File: src/rtl/sha256_msg_padder.sv
// sha256_msg_padder
//
// Byte-serial SHA-256 message padder. Collects message bytes into a 512-bit
// block buffer, appends the 0x80 marker, zero fill and the 64-bit big-endian
// bit length, and hands complete blocks to the chaining controller.
//
// Ports:
//   clk, rst_n      clock, asynchronous active-low reset
//   i_valid         i_data / i_last are valid
//   i_data [7:0]    message byte
//   i_last          current byte is the final message byte
//   o_in_ready      a byte can be accepted this cycle (FILL state)
//   o_block [511:0] block; byte 0 in [511:504], byte 63 in [7:0]
//   o_block_valid   o_block holds a complete block
//   o_block_last    o_block is the final padded block of the message
//   i_block_ready   consumer takes the block on this edge
module sha256_msg_padder #(
  parameter int LEN_W = 32
) (
  input  logic         clk,
  input  logic         rst_n,
  input  logic         i_valid,
  input  logic [7:0]   i_data,
  input  logic         i_last,
  output logic         o_in_ready,
  output logic [511:0] o_block,
  output logic         o_block_valid,
  output logic         o_block_last,
  input  logic         i_block_ready
);

  typedef enum logic [1:0] {FILL, EMIT, EMIT_TAIL} state_t;

  state_t             state;
  state_t             state_next;
  logic [511:0]       blk;
  logic [5:0]         idx;
  logic [LEN_W-1:0]   byte_cnt;
  logic               last_q;        // block on the output is the final one
  logic               tail_pending;  // a length-only tail block follows
  logic               tail_marker;   // tail block starts with 0x80 (k = 63)

  logic               accept;
  logic               handshake;
  logic [LEN_W-1:0]   cnt_inc;
  logic [511:0]       ins;
  logic [511:0]       fill_blk;
  logic [511:0]       tail_blk;

  // Message bit length, zero-extended to 64 bits.
  function automatic logic [63:0] bit_len(input logic [LEN_W-1:0] n);
    return 64'({n, 3'b000});
  endfunction

  assign accept        = i_valid && (state == FILL);
  assign handshake     = i_block_ready && (state != FILL);
  assign cnt_inc       = byte_cnt + LEN_W'(1);
  assign o_in_ready    = (state == FILL);
  assign o_block_valid = (state != FILL);
  assign o_block       = blk;
  assign o_block_last  = last_q;

  // The byte and (for the last byte) its 0x80 marker are placed together by
  // one shift. Every byte above idx is already zero, so OR-ing is enough;
  // at idx = 63 the marker falls off the end and goes to the tail block.
  assign ins = {i_data, (i_last ? 8'h80 : 8'h00), 496'b0} >> {idx, 3'b000};

  assign tail_blk = {(tail_marker ? 8'h80 : 8'h00), 440'b0, bit_len(byte_cnt)};

  always_comb begin
    // NOTE: every combinationally written signal gets a default first so no
    // path leaves it unassigned, which would infer a latch.
    fill_blk = blk | ins;
    if (i_last && idx <= 6'd54) fill_blk[63:0] = bit_len(cnt_inc);
  end

  always_comb begin
    state_next = state;
    unique case (state)
      FILL:      if (accept && (i_last || idx == 6'd63)) state_next = EMIT;
      EMIT:      if (i_block_ready)
                   state_next = (!last_q && tail_pending) ? EMIT_TAIL : FILL;
      EMIT_TAIL: if (i_block_ready) state_next = FILL;
      default:   state_next = FILL;
    endcase
  end

  // NOTE: sequential state uses non-blocking assignments only, so every
  // register samples pre-edge values regardless of statement order.
  always_ff @(posedge clk or negedge rst_n) begin
    if (!rst_n) state <= FILL;
    else        state <= state_next;
  end

  // NOTE: the block buffer is a plain 512-bit register, not a RAM, so it is
  // reset along with the control state; the zero-above-idx invariant that
  // the fill logic relies on depends on it.
  always_ff @(posedge clk or negedge rst_n) begin
    if (!rst_n) begin
      blk          <= '0;
      idx          <= '0;
      byte_cnt     <= '0;
      last_q       <= 1'b0;
      tail_pending <= 1'b0;
      tail_marker  <= 1'b0;
    end else if (accept) begin
      blk      <= fill_blk;
      idx      <= idx + 6'd1;
      byte_cnt <= cnt_inc;
      if (i_last) begin
        last_q       <= (idx <= 6'd54);
        tail_pending <= (idx > 6'd54);
        tail_marker  <= (idx == 6'd63);
      end
    end else if (handshake) begin
      if (last_q) begin
        // Final block taken: start a fresh message.
        blk          <= '0;
        idx          <= '0;
        byte_cnt     <= '0;
        last_q       <= 1'b0;
        tail_pending <= 1'b0;
        tail_marker  <= 1'b0;
      end else if (tail_pending) begin
        // Length did not fit: present the tail block next cycle.
        blk          <= tail_blk;
        last_q       <= 1'b1;
        tail_pending <= 1'b0;
      end else begin
        // Full data block taken mid-message; byte_cnt keeps running.
        blk <= '0;
        idx <= '0;
      end
    end
  end

endmodule
File: config.mk
export PLATFORM = sky130hd
export DESIGN_NAME = sha256_msg_padder
export DESIGN_NICKNAME = d
export VERILOG_FILES = /design/src/rtl/sha256_msg_padder.sv
export SDC_FILE = /design/constraint.sdc
export NUM_CORES = 1
export LEC_CHECK = 0
export ABC_CLOCK_PERIOD_IN_PS = 4400
export BUFFER_PORTS_ARGS = -buffer_cell sky130_fd_sc_hd__buf_4
export CORE_UTILIZATION = 46
export DETAILED_ROUTE_END_ITERATION = 6
export PLACE_DENSITY = 0.7
export SYNTH_ARGS = -nofsm -noshare
export SYNTH_HDL_FRONTEND = slang
export SYNTH_SLANG_ARGS = --single-unit
File: constraint.sdc
create_clock -name clk -period 4.4 [get_ports clk]
set_input_delay 0.22 -clock clk [delete_from_list [all_inputs] [get_ports clk]]
set_output_delay 0.22 -clock clk [all_outputs]
set_load 0.01 [all_outputs]
==> metrics <==
violated checks=DRC; Top FF cell, synth=dfrtp_1; Die Width=220 um; Num Clock Sinks=555; Reg2Reg Setup Slack=0.89 ns; post-CTS setup buffers=0; crit share post-route=79.9%; startpoint types=register; post-route ant nets=0; most frequent cells in the layout=dfrtp_1, buf_4, nand2_1; Skew-Pair Late Insertion Delay=0.62 ns; Filler Cells Inserted=3850; antenna violations before repair=1; final hold violation count=0; final count of negative-setup-slack endpoints=0; die area=48600 um2; Post-Syn Area=21900 um2; Register Area=13900 um2; Max Freq=285 MHz; post-DR vias/cell=6.03; number of synthesized flops with an enable pin=0; Ys Warns=0; Avg Synthesized Cell Area=10.7 um2; Net Count, Synth=2058; post-CTS sizing=0; Data arrival, critical path=4.06 ns; root buffer cell=clkbuf_16; Die H=220 um; initial core utilization=46.9%; CTS buffer count=56; proportion of layout cells with a drive suffix above 1=26.2%; Crit Path Max Fanout=24; CTS tree=built; port bufs=527; Worst VDD drop=0.251 mV; DP Worst Slack=0.941 ns; all-layer global routing usage=31.7%; R2R Path Start=idx[4]; CP required=4.95 ns; fin crit period=3.51 ns; register area share after synthesis=63.3%; relative slew slack=18.6%; Critical Path Sink Type=register; vias=19000; RSZ-0062 raised after global routing=no; Worst-Margin Slew=1.22 ns; GPL Wtd Cong=0.892; drt wl/cell=24.9 um; first-pass GRT wire length=115000 um; Area growth syn-to-layout=28.5%; Residual DRC=33; R2R depth=6; worst hold-check path type=in2reg; Pre-Repair DR Iteration Count=7; status=complete, but fails checks; Yosys cell types=65; Gate Count Post-Synth=2042; reg2reg end=o_block[49]; Setup CP Type=reg2reg; Worst-path clk slew=0.06 ns; GRT overflow=0; largest net degree at the start of global routing=229; CTS Buffer Depth=3; Worst Skew=0.0329 ns; setup tns final=0 ns; Yosys reg bits=555; footprint of the multi-input gates=7440 um2; First DRT Iteration DRCs=2079; number of global-route vias before repair=17900; Final Max Slew Viols=0; Detailed Place HPWL=53500 um; fin worst setup slack=0.886 ns; CP startpoint=idx[4]; max_cap viols=0; Core Box Area=46800 um2; hold_buf cts=2; CTS H-tree depth=2; commonest non-fill, non-tap cell in the layout=dfrtp_1; Worst setup endpoint=o_block[49]; Post-layout nets=2516; leak pwr=13.9 nW; number of cell rows=79; pwr dens=436 nW/um2; ys async rst share=100%; Ports=528; Routed Wire Length=78500 um
## registers in the layout (all words and copies together) (netlist names)
register      cells
o_block         512
byte_cnt         32
idx               6
state             2
o_block_last      1
tail_marker       1
tail_pending      1
## how the worst min path moves through the flow
stage / start / to / slack [ns] / cells past startpoint
after floorplan: rst_n / byte_cnt[0] / -0.08 / 0
after global routing: i_last / tail_pending / 0.06 / 3
after global placement: rst_n / o_block[140] / 0.39 / 1
final: i_last / tail_pending / 0.04 / 3
after CTS: i_last / tail_pending / 0.005 / 3
after detailed placement: rst_n / o_block[396] / 0.40 / 1
## stage by stage
stage | power [mW] | area [um2] | std cells | hold WS, ns | utilization [%]
after floorplan | 6.59 | 21900 | 2042 | -0.0756 | -
after global placement | 7.54 | 26400 | 3047 | 0.385 | 56.4
after detailed placement | 7.59 | 26400 | 3047 | 0.397 | 56.4
after CTS | 12.3 | 28200 | 3149 | 0.00483 | 60.3
after global routing | 12.7 | 28200 | 3150 | 0.0574 | 60.3
final | 12.3 | 28200 | 3150 | 0.0371 | 60.3
## cells in the mapped netlist, drive strengths merged, types with 3 or more instances
library cell,number,share of area (%)
a21oi,62,1.4
a221oi,3,0.12
a222oi,5,0.23
a22o,232,9.3
a22oi,3,0.10
a31oi,30,0.86
and2,8,0.23
and3,8,0.23
and4,4,0.16
buf,27,0.59
clkbuf,133,2.3
dfrtp,555,63
ha,3,0.17
inv,6,0.10
nand2,351,6.0
nand2b,14,0.40
nand3,24,0.55
nand4,7,0.23
nor2,134,2.3
nor2b,8,0.23
nor3,38,0.98
nor4,6,0.17
o211ai,6,0.21
o21a,5,0.17
o21ai,287,6.5
o21bai,3,0.10
o221ai,4,0.19
o31ai,14,0.48
or2,4,0.11
or3,6,0.17
or4,4,0.15
xnor2,9,0.36
xor2,7,0.28
## cells by family (layout without fill, tap and decap cells)
logic type,Yosys count,count (layout),share of synthesized area [%]
compound gates,675,675,20.5
buf+inv,166,666,2.97
xor+xnor,16,16,0.639
fa+ha+maj,3,3,0.171
mux,3,3,0.143
simple gates,624,624,12.2
other cells,0,1,0
flops,555,555,63.3
## power breakdown
| part | internal, mW | total [mW] | switching, mW | leakage [nW] |
|---|---|---|---|---|
| combinational | 0.585 | 2.01 | 1.42 | 5.31 |
| sequential | 5.32 | 5.52 | 0.197 | 7.70 |
| clock | 2.73 | 4.75 | 2.02 | 0.878 |
| total | 8.64 | 12.3 | 3.65 | 13.9 |
## layer usage
layer,wire length [um],track usage (%)
met5,0,0
met4,3960,14.7
met3,6610,6.63
met2,37300,50.2
met1,30600,41.8
## worst max-delay path: stages (launching register included)
cell and delay, ns:
dfrtp_1 0.74, nand2_1 0.55, o311a_1 0.60, nand2_1 0.53, nand2_2 0.49, buf_4 0.39
nor2_1 0.14
## area by class of cell
class                      instances  area share [%]
clock buffer                      81            5.63
timing repair buffer             560            15.2
tap                              607            2.69
sequential                       555            49.3
antenna                            1         0.00888
clock inverter                    19           0.759
multi-input combinational       1321            26.4
inverter                           6          0.0799
Power figures use the tool's default switching activity.
